$ cat config.mk
export PLATFORM = sky130hd
export DESIGN_NAME = perceptron_trainer
export DESIGN_NICKNAME = d
export VERILOG_FILES = /design/src/rtl/perceptron_trainer.sv
export SDC_FILE = /design/constraint.sdc
export NUM_CORES = 1
export LEC_CHECK = 0
export CAP_MARGIN = 20
export CORE_ASPECT_RATIO = 1.4
export CORE_MARGIN = 5
export CORE_UTILIZATION = 50
export DETAILED_ROUTE_END_ITERATION = 12
export GPL_TIMING_DRIVEN = 0
export PLACE_DENSITY = 0.67
export SLEW_MARGIN = 10
export SYNTH_ARGS = -nofsm -noshare
export SYNTH_HDL_FRONTEND = slang
export SYNTH_SLANG_ARGS = --single-unit
$ cat constraint.sdc
create_clock -name clk -period 9.9 [get_ports clk]
set_clock_uncertainty 0.05 [all_clocks]
set_input_delay 1.98 -clock clk [delete_from_list [all_inputs] [get_ports clk]]
set_output_delay 1.98 -clock clk [all_outputs]
set_load 0.005 [all_outputs]
$ cat src/rtl/perceptron_trainer.sv
// Online perceptron trainer: streams in a training set, then runs the perceptron rule
// epoch by epoch until an error-free epoch or the epoch limit. Weights are readable via w_sel.
//   state | meaning
//   IDLE  | waiting for start after reset
//   LOAD  | accepting N_SAMPLES*DIM feature words
//   TRAIN | MAC (DIM cycles) + UPDATE (1 cycle) per sample
//   DONE  | results held until next start
module perceptron_trainer #(
    parameter int DIM        = 2,
    parameter int N_SAMPLES  = 4,
    parameter int DW         = 8,
    parameter int WW         = 16,
    parameter int MAX_EPOCHS = 15,
    parameter int EW         = $clog2(MAX_EPOCHS + 1),
    parameter int SELW       = $clog2(DIM + 1)
) (
    input  logic                 clk,
    input  logic                 rst_n,
    input  logic                 start,
    input  logic                 in_valid,
    output logic                 in_ready,
    input  logic signed [DW-1:0] in_data,
    input  logic                 in_label,
    output logic                 busy,
    output logic                 done,
    output logic                 converged,
    output logic [EW-1:0]        epoch,
    input  logic [SELW-1:0]      w_sel,
    output logic signed [WW-1:0] w_out
);

    localparam int FW = (DIM > 1) ? $clog2(DIM) : 1;
    localparam int SW = (N_SAMPLES > 1) ? $clog2(N_SAMPLES) : 1;
    localparam int PW = DW + WW;
    localparam int AW = PW + $clog2(DIM + 1);
    localparam logic [FW-1:0] F_LAST = FW'(DIM - 1);
    localparam logic [SW-1:0] S_LAST = SW'(N_SAMPLES - 1);
    localparam logic [EW-1:0] E_MAX  = EW'(MAX_EPOCHS);
    localparam logic signed [DW-1:0]   ONE   = DW'(1);
    localparam logic signed [WW+1:0]   W_MAX = {3'b000, {(WW-1){1'b1}}};
    localparam logic signed [WW+1:0]   W_MIN = {3'b111, {(WW-1){1'b0}}};

    typedef enum logic [1:0] {S_IDLE, S_LOAD, S_TRAIN, S_DONE} state_t;
    state_t state, state_nxt;

    logic signed [DW-1:0] x_mem [N_SAMPLES][DIM];
    logic                 label_mem [N_SAMPLES];
    logic signed [WW-1:0] w [DIM];
    logic signed [WW-1:0] bias;
    logic signed [AW-1:0] acc;
    logic [FW-1:0]        ld_f, f_idx;
    logic [SW-1:0]        ld_s, s_idx;
    logic                 upd;
    logic                 err_flag;

    function automatic logic signed [WW-1:0] sat_add(input logic signed [WW-1:0] a,
                                                     input logic signed [DW-1:0] d,
                                                     input logic neg);
        logic signed [WW+1:0] ae, de, s;
        ae = {{2{a[WW-1]}}, a};
        de = {{(WW+2-DW){d[DW-1]}}, d};
        s  = neg ? (ae - de) : (ae + de);
        if (s > W_MAX)      s = W_MAX;
        else if (s < W_MIN) s = W_MIN;
        return s[WW-1:0];
    endfunction

    logic accept_start, xfer, load_last;
    logic signed [PW-1:0] w_ext, x_ext, prod;
    logic signed [AW-1:0] acc_base, acc_sum;
    logic y_hat, e_pos, e_neg, err_now, err_any, last_upd, finish_train;
    logic [EW-1:0] epoch_inc;

    assign accept_start = start && (state == S_IDLE || state == S_DONE);
    assign xfer         = in_valid && in_ready;
    assign load_last    = xfer && (ld_f == F_LAST) && (ld_s == S_LAST);

    assign w_ext    = {{DW{w[f_idx][WW-1]}}, w[f_idx]};
    assign x_ext    = {{WW{x_mem[s_idx][f_idx][DW-1]}}, x_mem[s_idx][f_idx]};
    assign prod     = w_ext * x_ext;
    assign acc_base = (f_idx == '0) ? {{(AW-WW){bias[WW-1]}}, bias} : acc;
    assign acc_sum  = acc_base + {{(AW-PW){prod[PW-1]}}, prod};

    assign y_hat        = !acc[AW-1] && (acc != '0);
    assign e_pos        = label_mem[s_idx] && !y_hat;
    assign e_neg        = !label_mem[s_idx] && y_hat;
    assign err_now      = e_pos || e_neg;
    assign err_any      = err_flag || err_now;
    assign epoch_inc    = epoch + 1'b1;
    assign last_upd     = (state == S_TRAIN) && upd && (s_idx == S_LAST);
    assign finish_train = last_upd && (!err_any || epoch_inc == E_MAX);

    always_ff @(posedge clk) begin
        if (!rst_n) state <= S_IDLE;
        else        state <= state_nxt;
    end

    always_comb begin
        state_nxt = state;
        case (state)
            S_IDLE:  if (start)        state_nxt = S_LOAD;
            S_LOAD:  if (load_last)    state_nxt = S_TRAIN;
            S_TRAIN: if (finish_train) state_nxt = S_DONE;
            S_DONE:  if (start)        state_nxt = S_LOAD;
            default:                   state_nxt = S_IDLE;
        endcase
    end

    always_comb begin
        in_ready = (state == S_LOAD);
        busy     = (state == S_LOAD) || (state == S_TRAIN);
        done     = (state == S_DONE);
    end

    always_comb begin
        w_out = '0;
        if (w_sel < SELW'(DIM))       w_out = w[w_sel[FW-1:0]];
        else if (w_sel == SELW'(DIM)) w_out = bias;
    end

    // sample storage is deliberately left out of reset
    always_ff @(posedge clk) begin
        if (xfer) begin
            x_mem[ld_s][ld_f] <= in_data;
            if (ld_f == F_LAST) label_mem[ld_s] <= in_label;
        end
    end

    always_ff @(posedge clk) begin
        if (!rst_n) begin
            for (int i = 0; i < DIM; i++) w[i] <= '0;
            bias      <= '0;
            epoch     <= '0;
            converged <= 1'b0;
            acc       <= '0;
            ld_f      <= '0;
            ld_s      <= '0;
            f_idx     <= '0;
            s_idx     <= '0;
            upd       <= 1'b0;
            err_flag  <= 1'b0;
        end else begin
            if (accept_start) begin
                for (int i = 0; i < DIM; i++) w[i] <= '0;
                bias      <= '0;
                epoch     <= '0;
                converged <= 1'b0;
                ld_f      <= '0;
                ld_s      <= '0;
            end
            if (xfer) begin
                if (ld_f == F_LAST) begin
                    ld_f <= '0;
                    ld_s <= ld_s + 1'b1;
                end else begin
                    ld_f <= ld_f + 1'b1;
                end
            end
            if (load_last) begin
                f_idx    <= '0;
                s_idx    <= '0;
                upd      <= 1'b0;
                err_flag <= 1'b0;
            end
            if (state == S_TRAIN) begin
                if (!upd) begin
                    acc <= acc_sum;
                    if (f_idx == F_LAST) upd <= 1'b1;
                    else                 f_idx <= f_idx + 1'b1;
                end else begin
                    upd   <= 1'b0;
                    f_idx <= '0;
                    if (err_now) begin
                        for (int i = 0; i < DIM; i++)
                            w[i] <= sat_add(w[i], x_mem[s_idx][i], e_neg);
                        bias <= sat_add(bias, ONE, e_neg);
                    end
                    if (s_idx == S_LAST) begin
                        s_idx    <= '0;
                        epoch    <= epoch_inc;
                        err_flag <= 1'b0;
                        if (finish_train) converged <= !err_any;
                    end else begin
                        s_idx    <= s_idx + 1'b1;
                        err_flag <= err_any;
                    end
                end
            end
        end
    end

endmodule
==> results.sh, run 1 <==
export IMPL_outcome="completed"
export IMPL_cp_required_ps=10240
export IMPL_synth_nets=1922
export IMPL_root_buffer_cell="sky130_fd_sc_hd__clkbuf_16"
export IMPL_cts_buffers=17
export IMPL_grt_overflow_total=0
export IMPL_n_antenna_cell=0
export IMPL_viasPerCell=5.73
export IMPL_path_delay_family="adder cells"
export IMPL_grt_first_pass_wirelength_um=65400
export IMPL_met2RoutedLength_um=21500
export IMPL_cts_sinks=158
export IMPL_vias=12164
export IMPL_cts_setup_buffers=0
export IMPL_finalCritPeriodShare_pct=95.3
export IMPL_timing_setup_critical_path_class="reg2reg"
export IMPL_synth_yosys_seq_area_share_pct=27.0
export IMPL_final_setup_tns_ps=0
export IMPL_rows=76
export IMPL_max_slew_margin_rel_pct=35.2
export IMPL_cp_buf_inv_count=5
export IMPL_syn_mean_instance_area_um2=9.27
export IMPL_port_buffers=36
export IMPL_synthesis_stage_register_bit_count=158
export IMPL_layout_min_cycle_time_ps=9440
export IMPL_finalHoldViolCount=0
export IMPL_drt_iter0_drc=662
export IMPL_core_area_mm2=0.0306
export IMPL_finalSetupViolCount=0
export IMPL_wire_per_inst_um=19.1
export IMPL_synth_edf_count=100
export IMPL_worstSetupEndpointType="flip-flop"
export IMPL_timing_hold_worst_class="reg2reg"
export IMPL_chipHeight_um=218
export IMPL_synth_cell_types=89
export IMPL_finalHoldWorstSlack_ps=432
export IMPL_detail_route_first_pass_iterations=5
export IMPL_die_area_mm2=0.0345
export IMPL_initial_core_util_pct=50.4
export IMPL_max_clock_path_buffers=2
export IMPL_layout_area_overhead_vs_synth_pct=9.43
export IMPL_largest_net_degree_at_the_start_of_global_routing=22
export IMPL_cp_data_arrival_time_ps=9780
export IMPL_boundaryPins=39
export IMPL_async_reset_ff_share_pct=0
export IMPL_num_nets_final=1978
export IMPL_drv_slew=0
export IMPL_drc=0
export IMPL_cts_hold_buffers_added=0
export IMPL_layout_drive_gt1_share_pct=7.44
export IMPL_dr_wl_met3_um=1140
export IMPL_routabilityCongestion=0.939
export IMPL_dp_hpwl_um=32600
export IMPL_timing_worst_slew_pin_value_ps=946
export IMPL_finalWirelength_um=40500
export IMPL_via_count_of_the_first_global_routing_pass=12517
export IMPL_tritoncts_clock_tree="done"
export IMPL_synthesis_instances=1665
export IMPL_setup_worst_path_start_class="flip-flop"
export IMPL_netlist_area_mm2=0.0154
export IMPL_drtAntennaViolNets=0
export IMPL_htreeDepth=4
export IMPL_postCtsResizedCells=1
export IMPL_critical_path_top_cell_by_count="sky130_fd_sc_hd__fa_1"
export IMPL_achievable_frequency_ghz=0.106
export IMPL_clk_insertion_delay_late_ps=450
export IMPL_timing_critical_path_slowest_cell_delay_ps=620
export IMPL_antenna_found_initial=0
export IMPL_clk_pin_slew_worst_paths_ps=70
export IMPL_yosys_warnings=0
export IMPL_rsz0062_at_grt="false"
export IMPL_groute_usage_overall_pct=24.4
export IMPL_highest_signal_layer="met4"
export IMPL_timing_critical_path_fanout_max=10
export IMPL_chipWidth_um=159
export IMPL_max_cap_violations=0
export IMPL_synth_flop_cell="sky130_fd_sc_hd__edfxtp_1"
export IMPL_wl_met1_um=16000
export IMPL_crit_slowest_cell="sky130_fd_sc_hd__mux2i_1"
[layer usage]
| layer | global-route usage, % | up-vias |
|---|---|---|
| met1 | 28.0 | 5956 |
| met4 | 11.7 | 0 |
| li1 | - | 5866 |
| met3 | 2.60 | 73 |
| met5 | 0 | - |
| met2 | 44.4 | 269 |
[cells in the mapped netlist, types with 3 or more instances]
cell / n / area share, %
sky130_fd_sc_hd__xor2_1: 26 / 1.5
sky130_fd_sc_hd__and3_1: 12 / 0.49
sky130_fd_sc_hd__dfxtp_1: 58 / 7.5
sky130_fd_sc_hd__o211ai_1: 5 / 0.24
sky130_fd_sc_hd__xnor2_1: 58 / 3.3
sky130_fd_sc_hd__o31ai_1: 15 / 0.73
sky130_fd_sc_hd__clkbuf_1: 35 / 0.85
sky130_fd_sc_hd__buf_1: 5 / 0.12
sky130_fd_sc_hd__ha_1: 135 / 11
sky130_fd_sc_hd__a21oi_1: 119 / 3.9
sky130_fd_sc_hd__mux2_2: 16 / 1.2
sky130_fd_sc_hd__o21ai_1: 4 / 0.13
sky130_fd_sc_hd__nor2b_1: 30 / 1.2
sky130_fd_sc_hd__nand2_1: 119 / 2.9
sky130_fd_sc_hd__a31oi_1: 9 / 0.36
sky130_fd_sc_hd__a21boi_0: 6 / 0.29
sky130_fd_sc_hd__nand2b_1: 13 / 0.53
sky130_fd_sc_hd__and2_1: 17 / 0.69
sky130_fd_sc_hd__or2_2: 24 / 0.97
sky130_fd_sc_hd__a21o_1: 46 / 2.2
sky130_fd_sc_hd__o21a_1: 23 / 1.1
sky130_fd_sc_hd__nand3b_1: 7 / 0.34
sky130_fd_sc_hd__mux4_2: 16 / 2.3
sky130_fd_sc_hd__inv_1: 200 / 4.9
sky130_fd_sc_hd__edfxtp_1: 100 / 19
sky130_fd_sc_hd__nor4_1: 11 / 0.45
sky130_fd_sc_hd__nand4_1: 3 / 0.12
sky130_fd_sc_hd__or3_1: 7 / 0.28
sky130_fd_sc_hd__nand3_1: 29 / 0.94
sky130_fd_sc_hd__mux2i_1: 41 / 2.7
sky130_fd_sc_hd__nor3b_1: 6 / 0.29
sky130_fd_sc_hd__buf_6: 4 / 0.29
sky130_fd_sc_hd__a211o_1: 4 / 0.23
sky130_fd_sc_hd__o21ai_0: 73 / 2.4
sky130_fd_sc_hd__nor2_1: 175 / 4.3
sky130_fd_sc_hd__buf_2: 4 / 0.13
sky130_fd_sc_hd__a211oi_1: 11 / 0.53
sky130_fd_sc_hd__nor3_1: 20 / 0.65
sky130_fd_sc_hd__fa_1: 107 / 14
sky130_fd_sc_hd__o41ai_1: 4 / 0.23
sky130_fd_sc_hd__o21bai_1: 7 / 0.34
[worst min-delay path: stages (launching register included)]
cell	delay, ps
sky130_fd_sc_hd__dfxtp_1	310
sky130_fd_sc_hd__nand3_1	60
sky130_fd_sc_hd__a21oi_1	60
[state kept, by name (all words and copies together), names as in the netlist, named ones only]
signal     count
err_flag       1
w             32
f_idx          1
ld_f           1
x_mem         64
epoch          4
ld_s           2
label_mem      4
s_idx          2
acc           26
upd            1
bias          16
converged      1
state          2
[kinds of logic after synthesis]
family                     count (synthesis)  synth area share [%]
adders and majority gates                242                  24.8
DFF                                      158                  27.0
and+or+nand+nor                          487                  15.1
AOI/OAI and AO/OA                        366                  15.4
buffers and inverters                    251                  6.35
xor gates and xnor gates                  86                  5.02
muxes                                     75                  6.42
[area by class of cell]
class                           count  area [µm²]
Tap cell                          390         488
Clock buffer                       18         439
Clock inverter                     14         110
Fill cell                        2797       13700
Timing Repair Buffer               37         388
Inverter                          202         758
Buffer                             49         226
Sequential cell                   158        4160
Multi-Input combinational cell   1256       10300
[worst paths after layout]
check	start	to	slack, ps	cells past startpoint
min	converged	converged	430	2
max	s_idx[1]	acc[25]	460	30
max reg2reg	s_idx[1]	acc[25]	460	30
min reg2reg	converged	converged	430	2
[stage by stage]
step	instance area, µm²	setup WS, ps	instances	utilization (%)
after floorplan	15400	1450	1665	-
after global placement	16300	50.0	2091	53.2
after detailed placement	16300	33.7	2092	53.3
after CTS	16900	50.6	2124	55.1
after global routing	16900	14.9	2124	55.2
final	16900	460	2124	55.2
[cell usage in the layout, fill, tap and decap left out, types with 19 or more instances in the layout]
cell,netlist,final
sky130_fd_sc_hd__o21ai_0,73,72
sky130_fd_sc_hd__a21o_1,46,46
sky130_fd_sc_hd__nand3_1,29,29
sky130_fd_sc_hd__fa_1,107,107
sky130_fd_sc_hd__or2_2,24,24
sky130_fd_sc_hd__dfxtp_1,58,58
sky130_fd_sc_hd__xnor2_1,58,58
sky130_fd_sc_hd__nor2b_1,30,30
sky130_fd_sc_hd__a21oi_1,119,119
sky130_fd_sc_hd__nor2_1,175,175
sky130_fd_sc_hd__clkdlybuf4s50_1,0,36
sky130_fd_sc_hd__o21a_1,23,23
sky130_fd_sc_hd__inv_1,200,200
sky130_fd_sc_hd__nor3_1,20,19
sky130_fd_sc_hd__edfxtp_1,100,100
sky130_fd_sc_hd__clkbuf_1,35,33
sky130_fd_sc_hd__xor2_1,26,26
sky130_fd_sc_hd__nand2_1,119,119
sky130_fd_sc_hd__ha_1,135,135
sky130_fd_sc_hd__mux2i_1,41,38
Power of run 1 is not shown: default switching activity piles up to over one toggle a cycle in this logic, so the estimate is an artifact.
==> run 2: changes to the inputs <==
Settings changed: RECOVER_POWER set to 25.
==> run 2 against run 1 <==
Effect of this change:
- via count is essentially flat
- critical path depth did not move
- die area unchanged
- register-to-register slack is essentially flat
- flip-flop and latch count is the same
- critical path type unchanged
- final area did not move
- first-iteration DRC count stayed put
- sequential share of layout area stayed put
==> results.sh, run 2 (synthesis results as in run 1) <==
export IMPL_htreeDepth=4
export IMPL_layout_area_overhead_vs_synth_pct=9.43
export IMPL_worst_r2r_cell_count=30
export IMPL_detail_route_first_pass_iterations=5
export IMPL_cts_sinks=158
export IMPL_endpoint_of_the_lowest_slack_register_to_register_path="acc[25]"
export IMPL_grt_overflow_total=0
export IMPL_worstSetupEndpointType="flip-flop"
export IMPL_critical_path_top_cell_by_count="sky130_fd_sc_hd__fa_1"
export IMPL_clk_insertion_delay_late_ps=450
export IMPL_setup_ws_ps=460
export IMPL_min_from="converged"
export IMPL_finalWirelength_um=40500
export IMPL_timing_critical_path_slowest_cell_delay_ps=620
export IMPL_setup_worst_path_start_class="flip-flop"
export IMPL_core_area_mm2=0.0306
export IMPL_vias=12166
export IMPL_timing_setup_critical_path_class="reg2reg"
export IMPL_final_setup_tns_ps=0
export IMPL_achievable_frequency_ghz=0.106
export IMPL_port_buffers=36
export IMPL_grt_met3_usage_pct=2.60
export IMPL_tritoncts_clock_tree="done"
export IMPL_cp_data_arrival_time_ps=9780
export IMPL_layout_drive_gt1_share_pct=7.44
export IMPL_crit_slowest_cell="sky130_fd_sc_hd__mux2i_1"
export IMPL_finalHoldViolCount=0
export IMPL_grt_first_pass_wirelength_um=65400
export IMPL_drt_iter0_drc=662
export IMPL_largest_net_degree_at_the_start_of_global_routing=22
export IMPL_drtAntennaViolNets=0
export IMPL_via_count_of_the_first_global_routing_pass=12517
export IMPL_rsz0062_at_grt="false"
export IMPL_max_clock_path_buffers=2
export IMPL_r2r_setup_slack_ps=460
export IMPL_antenna_found_initial=0
export IMPL_num_nets_final=1978
export IMPL_boundaryPins=39
export IMPL_globalRouteMet2Util_pct=44.4
export IMPL_detailed_place_area_mm2=0.0163
export IMPL_routabilityCongestion=0.939
export IMPL_drv_slew=0
export IMPL_place_ws_ps=33.7
export IMPL_layout_min_cycle_time_ps=9440
export IMPL_layout_cells_most_common_list="sky130_fd_sc_hd__inv_1 (200), sky130_fd_sc_hd__nor2_1 (175), sky130_fd_sc_hd__ha_1 (135)"
export IMPL_grt_busiest_layer="met2"
export IMPL_die_area_mm2=0.0345
export IMPL_dp_hpwl_um=32600
export IMPL_final_common_cell="sky130_fd_sc_hd__inv_1"
export IMPL_chipHeight_um=218
export IMPL_cp_required_ps=10240
export IMPL_chipWidth_um=159
export IMPL_timing_critical_path_fanout_max=10
export IMPL_cts_setup_buffers=0
export IMPL_max_cap_violations=0
export IMPL_root_buffer_cell="sky130_fd_sc_hd__clkbuf_16"
export IMPL_drc=0
export IMPL_viasPerCell=5.73
export IMPL_critical_path_reg2reg_startpoint="s_idx[1]"
export IMPL_groute_usage_overall_pct=24.4
export IMPL_timing_hold_worst_class="reg2reg"
export IMPL_initial_core_util_pct=50.4
export IMPL_rows=76
export IMPL_fin_area_mm2=0.0169
export IMPL_finalCritPeriodShare_pct=95.3
export IMPL_wire_per_inst_um=19.1
export IMPL_hold_end="converged"
export IMPL_min_delay_path_depth=2
export IMPL_max_slew_margin_rel_pct=35.2
export IMPL_largest_registers="x_mem (64), w (32), acc (26)"
export IMPL_largest_register_ffs=64
export IMPL_cts_buffers=17
export IMPL_timing_worst_slew_pin_value_ps=946
export IMPL_top_register="x_mem"
export IMPL_outcome="completed"
export IMPL_finalSetupViolCount=0
export IMPL_clk_pin_slew_worst_paths_ps=70
export IMPL_groute_layer_met1_usage_pct=28.0
export IMPL_n_antenna_cell=0
==> run 2: layout make-up <==
class | count | area [µm²]
timing repair buffer | 37 | 388
buffer | 49 | 226
fill | 2797 | 13700
tap | 390 | 488
multi-input combinational | 1256 | 10300
clock inverter | 14 | 110
sequential | 158 | 4160
inverter | 202 | 758
clock buffer | 18 | 439
==> run 2: through the flow <==
| stage | cells | hold slack (ps) | utilization [%] |
|---|---|---|---|
| 5_1_grt | 2124 | 457 | 55.2 |
| 2_1_floorplan | 1665 | 391 | - |
| 4_1_cts | 2124 | 442 | 55.1 |
| 6_report | 2124 | 432 | 55.2 |
| 3_5_place_dp | 2092 | 432 | 53.3 |
| 3_3_place_gp | 2091 | 419 | 53.2 |
==> run 2: worst max-delay path by stage <==
stage / from / end / slack [ps]
after floorplan: s_idx[0] / acc[25] / 1450
after global placement: s_idx[0] / acc[25] / 50
after detailed placement: s_idx[0] / acc[25] / 30
after CTS: s_idx[0] / acc[25] / 50
after global routing: s_idx[1] / acc[25] / 10
final: s_idx[1] / acc[25] / 460
==> run 2: worst max-delay path: cells and delay by family, from the launching register on <==
family | cells | cell delay [ps]
flip-flops | 1 | 340
AO/OA/AOI/OAI | 10 | 2250
buffers and inverters | 5 | 1350
multiplexers | 2 | 1110
adder cells (fa/ha/maj) | 6 | 2860
XOR/XNOR | 1 | 170
AND/OR/NAND/NOR | 6 | 1250
==> run 2: metal layers <==
metal	share of wire (%)	vias up
met1	40	5959
met5	0	-
met3	2.8	73
li1	-	5865
met2	53	269
met4	4.7	0
==> run 2: what timing repair did <==
item | 4_1_cts | 5_1_grt
hold buffers | 0 | 0
endpoints found under the setup margin | 1 | 2
resized for setup | 1 | 8
Power of run 2 is left out for the same reason.
==> run 3: changes to the inputs <==
Clock period 9.9 ns to 11.6 ns, I/O delays scaled along.
==> run 3 against run 2 <==
Effect of this change:
- wire length about the same
- sequential share of layout area about the same
- final area about the same
- hold slack about the same
- critical path depth unchanged
- first-iteration DRC count down 8.3%
- global-route usage about the same
- critical endpoint unchanged
- largest cell class unchanged
==> results.sh, run 3 (synthesis results as in run 1) <==
export IMPL_largest_net_degree_at_the_start_of_global_routing=22
export IMPL_fin_util_pct=55.1
export IMPL_layout_drive_gt1_share_pct=7.09
export IMPL_antenna_found_initial=0
export IMPL_htreeDepth=4
export IMPL_port_buffers=36
export IMPL_cp_required_ps=11940
export IMPL_clk_insertion_delay_late_ps=450
export IMPL_boundaryPins=39
export IMPL_final_setup_tns_ps=0
export IMPL_cts_sinks=158
export IMPL_place_ws_ps=1730
export IMPL_chipHeight_um=218
export IMPL_max_cap_violations=0
export IMPL_grt_overflow_total=0
export IMPL_routabilityCongestion=0.939
export IMPL_die_area_mm2=0.0345
export IMPL_drt_iter0_drc=607
export IMPL_cts_setup_buffers=0
export IMPL_rows=76
export IMPL_r2r_setup_slack_ps=1660
export IMPL_worstSetupEndpointType="flip-flop"
export IMPL_clk_pin_slew_worst_paths_ps=70
export IMPL_crit_slowest_cell="sky130_fd_sc_hd__mux4_2"
export IMPL_rsz0062_at_grt="false"
export IMPL_largest_registers="x_mem (64), w (32), acc (26)"
export IMPL_tritoncts_clock_tree="done"
export IMPL_finalSetupViolCount=0
export IMPL_dp_hpwl_um=32600
export IMPL_drc=0
export IMPL_chipWidth_um=159
export IMPL_finalWirelength_um=40500
export IMPL_drtAntennaViolNets=0
export IMPL_finalHoldWorstSlack_ps=432
export IMPL_critical_path_top_cell_by_count="sky130_fd_sc_hd__fa_1"
export IMPL_setup_worst_path_start_class="flip-flop"
export IMPL_wire_per_inst_um=19.1
export IMPL_finalHoldViolCount=0
export IMPL_layout_cells_most_common_list="sky130_fd_sc_hd__inv_1 (200), sky130_fd_sc_hd__nor2_1 (175), sky130_fd_sc_hd__ha_1 (135)"
export IMPL_top_register="x_mem"
export IMPL_via_count_of_the_first_global_routing_pass=12513
export IMPL_cp_data_arrival_time_ps=10290
export IMPL_timing_critical_path_fanout_max=10
export IMPL_outcome="completed"
export IMPL_detail_route_first_pass_iterations=5
export IMPL_setup_ws_ps=1660
export IMPL_timing_hold_worst_class="reg2reg"
export IMPL_groute_usage_overall_pct=24.3
export IMPL_drv_slew=0
export IMPL_viasPerCell=5.75
export IMPL_num_nets_final=1978
export IMPL_timing_worst_slew_pin_value_ps=979
export IMPL_cts_hold_buffers_added=0
export IMPL_max_slew_margin_rel_pct=32.8
export IMPL_layout_area_overhead_vs_synth_pct=9.34
export IMPL_max_clock_path_buffers=2
export IMPL_n_antenna_cell=0
export IMPL_cts_buffers=17
export IMPL_fillers=2802
export IMPL_timing_critical_path_slowest_cell_delay_ps=710
export IMPL_achievable_frequency_ghz=0.101
export IMPL_vias=12212
export IMPL_final_common_cell="sky130_fd_sc_hd__inv_1"
export IMPL_largest_register_ffs=64
export IMPL_core_area_mm2=0.0306
export IMPL_layout_min_cycle_time_ps=9940
export IMPL_postCtsResizedCells=0
export IMPL_root_buffer_cell="sky130_fd_sc_hd__clkbuf_16"
export IMPL_initial_core_util_pct=50.4
export IMPL_grt_first_pass_wirelength_um=65400
export IMPL_finalCritPeriodShare_pct=85.7
export IMPL_timing_setup_critical_path_class="reg2reg"
## run 3: cell count changes in the layout (fill, tap and decap cells not counted), sizes merged
cell,previous run,this run
clkbuf,54,53
buf,14,15
## run 3: path summary, 6_finish.rpt
path         depth (start not counted)       from         to
min reg2reg                          2  converged  converged
max reg2reg                         30   s_idx[0]    acc[25]
max                                 30   s_idx[0]    acc[25]
min                                  2  converged  converged
## run 3: stage by stage
stage | std cells | instance area [µm²]
finish | 2124 | 16900
floorplan | 1665 | 15400
global placement | 2091 | 16300
detailed placement | 2092 | 16300
CTS | 2124 | 16900
global route | 2124 | 16900
## run 3: final cells by class
| class | instances | area [µm²] | share of cell area [%] |
|---|---|---|---|
| Inverter | 202 | 758 | 4.49 |
| Sequential cell | 158 | 4160 | 24.7 |
| Timing Repair Buffer | 37 | 388 | 2.30 |
| Clock inverter | 14 | 110 | 0.652 |
| Buffer | 49 | 223 | 1.32 |
| Tap cell | 390 | 488 | 2.89 |
| Multi-Input combinational cell | 1256 | 10300 | 61.1 |
| Clock buffer | 18 | 439 | 2.60 |
## run 3: metal layers
metal | wire length, µm | track usage (%)
met3 | 1160 | 2.56
met2 | 21500 | 44.4
met1 | 15900 | 28.1
met4 | 1910 | 11.7
met5 | 0 | 0
## run 3: critical path, delay by kind of cell, from the launching register on
kind,cells,cell delay [ps]
AO/OA/AOI/OAI,9,2070
XOR/XNOR,1,170
AND/OR/NAND/NOR,7,1510
adder cells (fa/ha/maj),6,2840
flip-flops,1,360
multiplexers,2,1400
buffers and inverters,5,1450
Power of run 3 is left out for the same reason.
